===== src/rtl/bitmask_assembler_pkg.sv =====
// Shared definitions for the bitmask assembler.
//   WIDTH    : assembled mask width
//   IDX_W    : index port width, clog2(WIDTH)+1 so that NONE_IDX and the
//              illegal range above it are representable
//   NONE_IDX : index value meaning "no bit" (the scanner's encoding of zero)
//   state_t  : FSM encoding, ACC collects beats, OUT presents the word
package bitmask_assembler_pkg;

  localparam int WIDTH    = 32;
  localparam int IDX_W    = $clog2(WIDTH) + 1;
  localparam int NONE_IDX = 32;

  typedef enum logic {
    ACC = 1'b0,
    OUT = 1'b1
  } state_t;

endpackage


===== src/rtl/bitmask_assembler_idx_decoder.sv =====
// Combinational index decoder for the bitmask assembler.
// Ports:
//   idx       in  IDX_W  bit index from the scanner stream
//   onehot    out WIDTH  one-hot of idx when idx < WIDTH, otherwise zero
//   valid_bit out 1      idx addresses a real bit (idx < WIDTH)
//   illegal   out 1      idx lies above NONE_IDX
module bitmask_assembler_idx_decoder
  import bitmask_assembler_pkg::*;
#(
  parameter int WIDTH    = bitmask_assembler_pkg::WIDTH,
  parameter int NONE_IDX = bitmask_assembler_pkg::NONE_IDX,
  localparam int IDX_W   = $clog2(WIDTH) + 1
) (
  input  logic [IDX_W-1:0] idx,
  output logic [WIDTH-1:0] onehot,
  output logic             valid_bit,
  output logic             illegal
);

  assign valid_bit = (idx < IDX_W'(WIDTH));
  assign illegal   = (idx > IDX_W'(NONE_IDX));

  // The top index bit is only set for NONE_IDX and the illegal range, so
  // the low bits alone select the mask position once valid_bit holds.
  always_comb begin
    onehot = '0;
    if (valid_bit) begin
      onehot[idx[IDX_W-2:0]] = 1'b1;
    end
  end

endmodule


===== src/rtl/bitmask_assembler.sv =====
// Bitmask assembler: rebuilds a WIDTH-bit mask from a stream of bit indices
// (the inverse of the lowbit scanner). Indices are OR-accumulated until a
// beat flagged last, then the word and its status are held on the output
// port until consumed.
// Ports:
//   clk, reset         clock; asynchronous active-high reset
//   in_valid/in_ready  input handshake; in_ready is high only in ACC
//   in_idx             bit index: <WIDTH sets a bit, NONE_IDX is a no-op,
//                      anything above NONE_IDX is flagged as an error
//   in_last            accepted beat closes the current word
//   out_valid/out_ready output handshake; out_valid is high only in OUT
//   out_word           assembled mask
//   out_count          number of distinct bits set in out_word
//   out_dup            some accepted index hit an already-set bit
//   out_err            some accepted index was above NONE_IDX
module bitmask_assembler
  import bitmask_assembler_pkg::*;
#(
  parameter int WIDTH    = bitmask_assembler_pkg::WIDTH,
  parameter int NONE_IDX = bitmask_assembler_pkg::NONE_IDX,
  localparam int IDX_W   = $clog2(WIDTH) + 1
) (
  input  logic             clk,
  input  logic             reset,
  input  logic             in_valid,
  output logic             in_ready,
  input  logic [IDX_W-1:0] in_idx,
  input  logic             in_last,
  output logic             out_valid,
  input  logic             out_ready,
  output logic [WIDTH-1:0] out_word,
  output logic [IDX_W-1:0] out_count,
  output logic             out_dup,
  output logic             out_err
);

  state_t           state;
  state_t           state_nxt;

  logic [WIDTH-1:0] acc;
  logic [IDX_W-1:0] count;
  logic             dup;
  logic             err;

  logic [WIDTH-1:0] onehot;
  logic             valid_bit;
  logic             illegal;

  logic             accept;
  logic             out_fire;
  logic             dup_hit;
  logic             new_bit;

  logic [WIDTH-1:0] acc_nxt;
  logic [IDX_W-1:0] count_nxt;
  logic             dup_nxt;
  logic             err_nxt;

  bitmask_assembler_idx_decoder #(
    .WIDTH    (WIDTH),
    .NONE_IDX (NONE_IDX)
  ) u_idx_decoder (
    .idx       (in_idx),
    .onehot    (onehot),
    .valid_bit (valid_bit),
    .illegal   (illegal)
  );

  // Both handshake outputs are pure decodes of the state register, so
  // nothing on the input side reaches the output side combinationally.
  assign in_ready  = (state == ACC);
  assign out_valid = (state == OUT);

  assign accept   = in_valid && in_ready;
  assign out_fire = out_valid && out_ready;

  // count only advances on a previously clear bit, so it tops out at WIDTH
  // and can never wrap in IDX_W bits.
  assign dup_hit   = |(onehot & acc);
  assign new_bit   = valid_bit && !dup_hit;
  assign acc_nxt   = acc | onehot;
  assign count_nxt = count + {{(IDX_W-1){1'b0}}, new_bit};
  assign dup_nxt   = dup | dup_hit;
  assign err_nxt   = err | illegal;

  always_comb begin
    state_nxt = state;
    unique case (state)
      ACC: if (accept && in_last) state_nxt = OUT;
      OUT: if (out_ready)         state_nxt = ACC;
    endcase
  end

  always_ff @(posedge clk or posedge reset) begin
    if (reset) begin
      state <= ACC;
    end else begin
      state <= state_nxt;
    end
  end

  // Accumulator and output holding registers. The holding registers take
  // the *_nxt values so the closing beat is included in the presented word.
  always_ff @(posedge clk or posedge reset) begin
    if (reset) begin
      acc       <= '0;
      count     <= '0;
      dup       <= 1'b0;
      err       <= 1'b0;
      out_word  <= '0;
      out_count <= '0;
      out_dup   <= 1'b0;
      out_err   <= 1'b0;
    end else begin
      if (accept) begin
        acc   <= acc_nxt;
        count <= count_nxt;
        dup   <= dup_nxt;
        err   <= err_nxt;
        if (in_last) begin
          out_word  <= acc_nxt;
          out_count <= count_nxt;
          out_dup   <= dup_nxt;
          out_err   <= err_nxt;
        end
      end
      // accept and out_fire are exclusive (ACC vs OUT), so this cannot
      // clobber a beat taken in the same cycle.
      if (out_fire) begin
        acc   <= '0;
        count <= '0;
        dup   <= 1'b0;
        err   <= 1'b0;
      end
    end
  end

endmodule


===== config.mk =====
export PLATFORM = sky130hd
export DESIGN_NAME = bitmask_assembler
export DESIGN_NICKNAME = d
export VERILOG_FILES = /design/src/rtl/bitmask_assembler_pkg.sv /design/src/rtl/bitmask_assembler_idx_decoder.sv /design/src/rtl/bitmask_assembler.sv
export SDC_FILE = /design/constraint.sdc
export NUM_CORES = 1
export LEC_CHECK = 0
export ABC_CLOCK_PERIOD_IN_PS = 2500
export CAP_MARGIN = 20
export CORE_UTILIZATION = 48
export CTS_CLUSTER_DIAMETER = 30
export DETAILED_ROUTE_END_ITERATION = 12
export PLACE_DENSITY = 0.85
export SLEW_MARGIN = 20
export SYNTH_ARGS = -nofsm -noshare
export SYNTH_HDL_FRONTEND = slang
export SYNTH_HIERARCHICAL = 1
export SYNTH_SLANG_ARGS = --single-unit

===== constraint.sdc =====
create_clock -name clk -period 2.5 [get_ports clk]
set_input_delay 0.25 -clock clk [delete_from_list [all_inputs] [get_ports clk]]
set_output_delay 0.25 -clock clk [all_outputs]
set_load 0.1 [all_outputs]

==> out/summary.md <==
For the net count reported at finish, the log shows 485. The final sum of negative setup slack was 0 ns; the DRC violation count after routing was 0. The shortest clock period the worst path allows after layout works out to 2.41 ns. TritonCTS built the clock tree.

The top cell family by delay on the critical path is simple AND/OR/NAND/NOR gates. Number of antenna cells inserted: 0. The post-synthesis area per instance was 9.19 µm².

In the layout the commonest cells are nor2_1, buf_4, dfrtp_1, nand2_1, o21ai_0. The number of antenna violations at the first check in global routing was 0; the reported leakage power was 0.00222 µW. The period utilization was 96.3%; the depth of the worst register-to-register path was 11.

Before CTS, the worst setup slack after placement is -0.749 ns. After layout, the worst setup slack is 0.0915 ns. Of the total power, registers draw 43.9%. For the number of iterations in the first detailed-routing pass, the log shows 4. The tools report the remaining max-slew budget at the tightest pin as 58.7%. The tools report the last weighted congestion value of the routability-driven placer as 0.907. For this run, the total global-route usage over all layers was measured as 24.9%. The setup check on the worst reg-to-reg path leaves a slack of 0.09 ns.

Primary flip-flop cell chosen by synthesis mapping: dfrtp_1. The finished layout holds 573 standard cells, fillers aside. The clock latency reported for the late side of the worst-skew pair was 0.35 ns. The synthesized design contains 81 register bits.

Row generation in the floorplan step produced 30 rows. The worst hold path belongs to the class in2async. Number of primary I/O pins: 53. The tools report the total placed cells including tap cells as 556.

The area growth from synthesis to layout is 31.3%. Traced cell by cell, the critical path runs through a22o_1 -> a221oi_2 -> nand3_1 -> or4_4 -> nor2_4 -> ha_2 -> and3_4 -> and3_4 -> nor2_1 -> o21ai_1 -> o21ai_0. The synthesized instance count is 382, and the maximum vdd ir drop is 0.323 mV. The run gives 9 as the number of clock buffers inserted by TritonCTS. The flow ran to the end, and the final reports show no timing, DRC or antenna violations.

Once detailed placement completed, the half-perimeter wirelength came to 6100 µm. The tightest hold path in the finished design has a slack of 0.0694 ns. Net switching is 37.1% of the power. The worst path buffer plus inverter count works out to 0. The first-pass GRT wire length is 14,300 µm. The delay of the slowest cell on the worst path is 0.46 ns, and the post-route antenna net violation count is 0.

The Yosys step of the flow raised 6 warnings. The slew at the pin closest to its max-slew limit is 0.620 ns. The tools report the final count of pins violating max slew as 0. The logs give 28.1% for the clock power share and 3,044 for the via count of the first global-routing pass. In the final routed layout, each cell accounts on average for 14.8 µm.

The number of nets handed over by synthesis was 395. The tools report the total congestion overflow as 0. The total core area is 0.00694 mm². The beginning of the worst register-to-register path is acc[16]. The cell with the largest stage delay on the worst path was or4_4. In this run, synthesis inferred 0 flip-flops with an integrated enable. The power per cell area was 735 mW/mm². The via count was 3,030; the number of failing hold endpoints at the final stage was 0. On the final layout, the worst clock skew is 0.00923 ns.

The total internal power came out at 2130 µW. Yosys mapped the design onto 30 distinct sky130hd cell types. Setup violations remaining at the end of the flow were counted as 0. The cell repeated most along the worst path was and3_4.

In this run the tool buffered the top-level ports with 52 buffer cells. The run gives 1260 µW as the net switching power. For the worst setup path, the data arrival time is 2.65 ns. The endpoint class of the critical path is a register.

In this run the number of H-tree levels came out at 3. After synthesis, flip-flops and latches occupy 57.8% of the total area. Entering global routing, the biggest net connects 50 pins.

The largest driver fanout on the critical path came out at 3. Across the run, the number of max-cap violations was 0. In the final layout, the share of cells above drive strength 1 is 27.9%. The endpoint identified for the worst register-to-register timing path is count[5].

The floorplan step set the die width to 87.5 µm. The mapped netlist covers 0.00351 mm². The category of the critical setup timing path was reg2reg.

The die footprint came out at 0.00766 mm². The end-of-flow core utilization came out at 66.4%. Clock transition at the register clock pins on the worst setup and hold paths after CTS: 0.08 ns. For the worst setup path, the data required time is 2.74 ns. Of all flip-flops after synthesis, the portion carrying an async set or reset was 100%. The clock net in this run drives a total of 81 sinks. The most common cell after layout, fill and taps aside is nor2_1. The routed wire length was 8470 µm. For this configuration, the core starts out at a cell density of 50.5%.

The tree is rooted in a clkbuf_8. Setup repair after global routing could not meet its margin everywhere. The maximum clock frequency is 0.415 GHz.

For this block, the initial DRC count from the detailed router was 248. Mean number of vias per cell: 5.29. The logs give 28.0% for the relative contribution of combinational cells to total power and 2 for the maximum number of buffers from clock root to sink. The worst setup path is launched from a register.

Measured along the y axis, the die boundary spans 87.5 µm.
-- synth_stat cells (2+ instances only) --
cell         n  share of area (%)
a22o_1       3               0.75
a22oi_1     14                3.0
mux2_2       2               0.64
clkbuf_1    18                1.9
a21oi_1     33                4.7
or4b_4       3                1.2
ha_1         2               0.71
nor2_1     103                 11
or4_4        2               0.64
xnor2_1      3               0.75
nand2_1     45                4.8
nand4bb_1    3               0.96
and3_1       2               0.36
inv_1        4               0.43
nand2b_1     3               0.53
nand3_1      2               0.29
dfrtp_1     81                 58
o21ai_0     45                6.4
nand4_1      3               0.53
-- worst max-delay path by stage --
stage                   start        to  slack [ns]  depth (start not counted)
floorplan           in_idx[0]  count[5]        0.06                         14
global placement    in_idx[4]  count[5]       -0.74                         13
detailed placement  in_idx[0]  count[5]       -0.75                         14
CTS                 in_idx[1]  count[5]       0.007                         14
global route          acc[16]  count[4]      -0.005                         10
finish                acc[16]  count[5]        0.09                         11
-- per-layer routing --
layer	GRT usage (%)	up-vias	wire (µm)
met5	0	-	0
met4	11.9	0	196
met3	3.70	21	492
met2	40.7	93	4050
met1	32.7	1445	3730
li1	-	1471	-
-- state kept, by name, indices dropped and copies added, names as in the netlist --
signal and cells:
dup 1, out_valid 1, out_word 32, out_err 1
acc 32, out_dup 1, err 1, count 6
out_count 6
-- area by class of cell --
class                           count  area [µm²]
Timing Repair Buffer               99         763
Fill cell                         551        2340
Tap cell                           96         120
Clock inverter                      4        52.6
Multi-Input combinational cell    277        1490
Inverter                            4        15.0
Clock buffer                       12         145
Sequential cell                    81        2030
-- power by group through the flow --
stage / registers [µW] / logic [µW] / clock network (µW)
6_report: 1490 / 947 / 952
5_1_grt: 1500 / 998 / 1020
4_1_cts: 1490 / 950 / 969
3_5_place_dp: 1510 / 939 / 0
3_3_place_gp: 1510 / 921 / 0
2_1_floorplan: 1980 / 229 / 0
-- logic make-up (layout without fill, tap and decap cells) --
logic type	count (synthesis)	in the layout	synth area share, %
flops	81	81	57.8
fa+ha+maj	2	2	0.713
simple gates	170	170	21.1
xor+xnor	4	4	0.998
mux	2	2	0.642
buf+inv	24	119	2.60
compound gates	99	99	16.2
-- stage by stage --
| stage | power [µW] | area (µm²) |
|---|---|---|
| 6_report | 3390 | 4610 |
| 5_1_grt | 3520 | 4610 |
| 4_1_cts | 3410 | 4630 |
| 3_5_place_dp | 2450 | 4360 |
| 3_3_place_gp | 2430 | 4360 |
| 2_1_floorplan | 2210 | 3540 |
-- what timing repair did --
| item | CTS | global route |
|---|---|---|
| setup buffers | 1 | 0 |
| endpoints found under the setup margin | 12 | 9 |
| gates resized for setup | 24 | 12 |
| gates cloned | 0 | 0 |
| hold buffers | 0 | 0 |
| pin swaps | 2 | 0 |
Power figures use the tool's default switching activity.
==> edit 1, RTL diff (same flow settings) <==
`WIDTH`: 32 -> 64.
--- a/src/rtl/bitmask_assembler_pkg.sv
+++ b/src/rtl/bitmask_assembler_pkg.sv
@@ -7,5 +7,5 @@
 package bitmask_assembler_pkg;
 
-  localparam int WIDTH    = 32;
+  localparam int WIDTH    = 64;
   localparam int IDX_W    = $clog2(WIDTH) + 1;
   localparam int NONE_IDX = 32;
Interface: changed (resized in_idx, out_count and out_word); port bits go from 53 to 87. No check against the original RTL was run, so the function may have changed too.
==> edit 1 against the unedited design <==
  * Total power up 85%
  * Routed wire length up 130%
  * Count of clock-buffer cells in the layout up 13
  * Clock skew down 0.00067 ns
  * Design area up 100%
  * Area after synthesis up 84%
  * The flow now finishes with violations (setup timing)
  * Synthesized cell count up 82%
  * Cell count up 95%
  * Worst setup slack worse by 0.39 ns
  * Sequential cell count up 66
  * Highest routed layer unchanged
  * Fmax down 14%
==> edit 1: results (changes against the unedited design) <==
Static Leak=0.00456 uW (+110%); DR WL/cell=17.2 um (+16%); via count of the routed design=6261 (+110%); fraction of layout cells with a size suffix above 1=37.9% (+10 points); sequential fraction of the synthesis area=57.0% (-0.76 points); root buffer cell=clkbuf_16; Fin Setup TNS=-1.71 ns (-1.71 ns); largest cells by area after synthesis=dfrtp_1 57%, nor2_1 10%, o21ai_0 6.2%, a21oi_1 5.0%, nand2_1 4.5%; post-synthesis cell type count=37 (+23%); Commonest cells post-synth=177 x nor2_1, 147 x dfrtp_1, 80 x o21ai_0, 78 x nand2_1, 65 x a21oi_1; largest net degree at the start of global routing=75 (+50%); worst r2r src=acc[22]; Reg2Reg Depth=12 (+1); number of I/O port buffers=86 (+65%); CP arrival=3.10 ns (+0.45 ns); Synthesized Nets=710 (+80%); initial antenna violation count=1 (+1); switching share of power=30.2% (-7.0 points); clock skew=0.00856 ns (-0.000671 ns); CTS buffer count=17 (+8); first-pass GRT wire length=31100 um (+120%); failing checks=setup timing; drt first pass iters=5 (+1); Top Registers=acc: 64 flops, out_word: 64 flops; final setup margin=-0.299 ns (-0.391 ns); status=finished with violations; max incr delay on CP=0.48 ns (+0.02 ns); Detailed Place HPWL=13000 um (+110%); placer congestion estimate=0.913 (+0.67%); total track usage=28.8% (+3.9 points); Synth Instances=696 (+82%); Worst-Margin Slew=0.618 ns (-0.00182 ns); vias per inst=5.60 (+5.9%); worst skew pair latency=0.42 ns (+0.07 ns); FF-to-FF setup slack=-0.28 ns (-0.37 ns); Max VDD drop=560 uV (+73%); final setup vio count=10 (+10); FILL cells=856 (+55%)
==> edit 1: cell count changes after synthesis, sizes merged, moves of 15 or more <==
cell    unedited run  this run
a21oi             33        65
nand2             45        78
a221oi             1        16
o21ai             45        80
nor2             103       201
dfrtp             81       147
a22o               4        19
==> edit 1: worst max path at each step <==
stage	from	to	slack, ns	depth (start not counted)
4_1_cts	acc[22]	count[6]	-0.23	12
2_1_floorplan	in_idx[2]	count[6]	-0.44	15
3_3_place_gp	in_idx[1]	count[6]	-1.09	16
5_1_grt	in_idx[6]	count[6]	-0.38	18
6_report	in_idx[6]	count[6]	-0.30	18
3_5_place_dp	in_idx[4]	count[6]	-1.22	15
==> edit 1: logic make-up (layout without fill, tap and decap cells) <==
family	after synthesis	in the layout	synth area share, %
compound gates	183	183	17.3
xor+xnor	5	5	0.679
fa+ha+maj	2	2	0.388
buf+inv	49	298	3.47
flops	147	147	57.0
mux	2	2	0.349
other cells	0	1	0
simple gates	308	308	20.9
==> edit 1: power groups by stage <==
stage	Sequential [uW]	Clock, uW	Combinational (uW)
6_report	2590	2470	1210
5_1_grt	2600	2600	1270
4_1_cts	2580	2500	1200
3_5_place_dp	2610	0	1170
3_3_place_gp	2610	0	1150
2_1_floorplan	3110	0	324
==> edit 1: layer usage <==
layer,global-route usage [%],share of wire [%],up-vias
li1,-,-,2831
met1,36.3,41,3091
met2,46.9,49,292
met3,6.78,6.8,47
met4,13.1,3.2,0
met5,0,0,-
==> edit 1: cell type report <==
cell class,count,area (um^2),area share [%]
Antenna cell,1,2.50,0.0267
Clock buffer,25,495,5.28
Clock inverter,5,75.1,0.800
Inverter,4,18.8,0.200
Multi-Input combinational cell,500,2750,29.3
Sequential cell,147,3680,39.2
Tap cell,172,215,2.29
Timing Repair Buffer,264,2150,22.9
==> edit 1: stage by stage <==
step	setup WS, ns	hold slack (ns)	power, uW
finish	-0.299	0.264	6270
global route	-0.376	0.276	6470
CTS	-0.231	0.268	6280
detailed placement	-1.22	0.472	3780
global placement	-1.09	0.463	3760
floorplan	-0.436	0.362	3430
==> edit 1: what timing repair did <==
action | CTS | global route
setup endpoints to repair | 16 | 12
setup buffers | 9 | 3
resized for setup | 55 | 8
pin swaps | 11 | 10
hold buffers | 0 | 0
==> edit 2, RTL diff (same flow settings) <==
Without the edit above. Reset style: synchronous (`reset`), changed in 2 clocked blocks. Comments in the files are not updated.
--- a/src/rtl/bitmask_assembler.sv
+++ b/src/rtl/bitmask_assembler.sv
@@ -92,5 +92,5 @@
   end
 
-  always_ff @(posedge clk or posedge reset) begin
+  always_ff @(posedge clk) begin
     if (reset) begin
       state <= ACC;
@@ -102,5 +102,5 @@
   // Accumulator and output holding registers. The holding registers take
   // the *_nxt values so the closing beat is included in the presented word.
-  always_ff @(posedge clk or posedge reset) begin
+  always_ff @(posedge clk) begin
     if (reset) begin
       acc       <= '0;
Behaviour: differs if reset is asserted again (counterexample within 4 cycles, from zero or initial values and one cycle with reset high); with reset held inactive, the same outputs for 4 cycles.
==> edit 2 against the unedited design <==
  * Sequential cell count stayed put
  * Worst setup slack worse by 0.086 ns
  * Area after synthesis is 8.7% lower
  * Critical path depth is 4 higher
  * Total power is 10% lower
  * Design area is 5.3% lower
  * Non-clock buffer count is 8 higher
  * Combinational power is 36% lower
  * Routed wire length is 0.93% lower
  * Clock skew is 0.00055 ns higher
  * Largest power group unchanged
==> edit 2: results (changes against the unedited design) <==
status=completed; Hold WC Path Type=primary input to flip-flop; total track usage=25.0% (+0.12 points); drt total wl=8390 um (-0.93%); fraction of layout cells with a size suffix above 1=28.7% (+0.86 points); placer congestion estimate=0.886 (-2.3%); number of global-route vias before repair=3055 (+0.36%); Top Registers=acc: 32 flops, out_word: 32 flops; CTS buffer count=9 (unchanged); DR iter-0 viols=121 (-51%); Detailed Place HPWL=5800 um (-4.9%); CP delay by family, top=simple AND/OR/NAND/NOR gates; fin nets=502 (+3.5%); max incr delay on CP=0.52 ns (+0.06 ns); Placed Area=0.00405 mm^2 (-7.1%); sequential fraction of the synthesis area=50.6% (-7.2 points); Tot Pwr=3040 uW (-10%); Non-Filler Instances=571 (-0.35%); met2 usage=43.5% (+2.8 points); synth warn=6 (unchanged); clock skew=0.00978 ns (+0.000549 ns); switching power=963 uW (-23%); initial antenna violation count=0 (unchanged); drt first pass iters=4 (unchanged); worst slack, placed=-0.805 ns (-0.0559 ns); crit path max fanout=4 (+1); FILL cells=519 (-5.8%); Max VDD drop=485 uV (+50%); number of I/O port buffers=52 (unchanged); Seq power=1360 uW (-9%); Slowest-stage cell, CP=or4_4; met3 Use GR=4.55% (+0.85 points); post-synthesis cell type count=34 (+13%); # diodes=0 (unchanged); Clock Path Buffers=2 (unchanged); Reg clk slew, reported paths=0.08 ns (about the same); met1 GRT Util=30.4% (-2.3 points); Synth async-reset ratio=0% (-100 points); Clk network pwr share=35.1% (+7.0 points); Static Leak=0.00183 uW (-17%); Commonest cells post-synth=110 x nor2_1, 81 x dfxtp_1, 66 x nor3_1, 39 x a21oi_1, 21 x clkbuf_1; largest net degree at the start of global routing=45 (-10%); root buffer cell=clkbuf_8; largest cells by area after synthesis=dfxtp_1 51%, nor2_1 13%, nor3_1 10%, a21oi_1 6.1%, a22oi_1 2.8%; Slew HR=70.5% (+12 points); first-pass GRT wire length=14000 um (-2.0%); vias per inst=5.43 (+2.7%); synthesized area per cell=8.09 um^2 (-12%); Inst Count DP=553 (-0.54%); CP arrival=2.72 ns (+0.07 ns); worst skew pair latency=0.35 ns (about the same); htree depth=3 (unchanged); top_reg_cell synth=dfxtp_1; Synthesized Nets=409 (+3.5%)
[edit 2: changes by cell type after synthesis, moves of 6 or more]
cell / before / now
a21oi_1: 33 / 39
dfxtp_1: 0 / 81
dfrtp_1: 81 / 0
o21ai_0: 45 / 1
nand2_1: 45 / 12
nor2_1: 103 / 110
nor3_1: 0 / 66
[edit 2: final timing paths]
check	slack, ns	to	depth (start not counted)	from
worst min-delay path	0.33	err	4	in_idx[3]
worst max register to register	0.006	count[4]	11	acc[9]
worst max-delay path	0.006	count[4]	15	in_idx[1]
worst min register to register	0.47	out_count[1]	2	out_count[1]
[edit 2: repair_timing]
item,4_1_cts,5_1_grt
endpoints found under the setup margin,10,4
pin swaps,6,7
buffers inserted,3,0
gates resized for setup,38,10
[edit 2: cell type report]
type / instances / area (um^2) / share of cell area, %
multi-input cells: 286 / 1570 / 36.1
clock inverters: 6 / 91.3 / 2.09
inverters: 4 / 15.0 / 0.344
repair buffers: 107 / 825 / 18.9
flip-flops and latches: 81 / 1620 / 37.2
clock buffers: 10 / 138 / 3.15
well taps: 77 / 96.3 / 2.21
[edit 2: metrics by stage]
| stage | utilization, % | TNS [ns] |
|---|---|---|
| floorplan | - | -0.0794 |
| global placement | 63.4 | -6.91 |
| detailed placement | 63.4 | -7.66 |
| CTS | 67.9 | 0 |
| global route | 68.3 | -0.0484 |
| finish | 68.3 | 0 |
[edit 2: cells by family after synthesis]
family                     after synthesis  synth area share, %
and+or+nand+nor                        213                 30.8
DFF                                     81                 50.6
AOI/OAI and AO/OA                       64                 12.5
buffers and inverters                   29                 3.43
xor gates and xnor gates                 7                 1.91
adders and majority gates                2                0.781
[edit 2: routing by layer]
metal / part of all wire (%) / routed length [um]
met1: 42 / 3520
met2: 51 / 4300
met3: 4.9 / 407
met4: 1.9 / 161
met5: 0 / 0
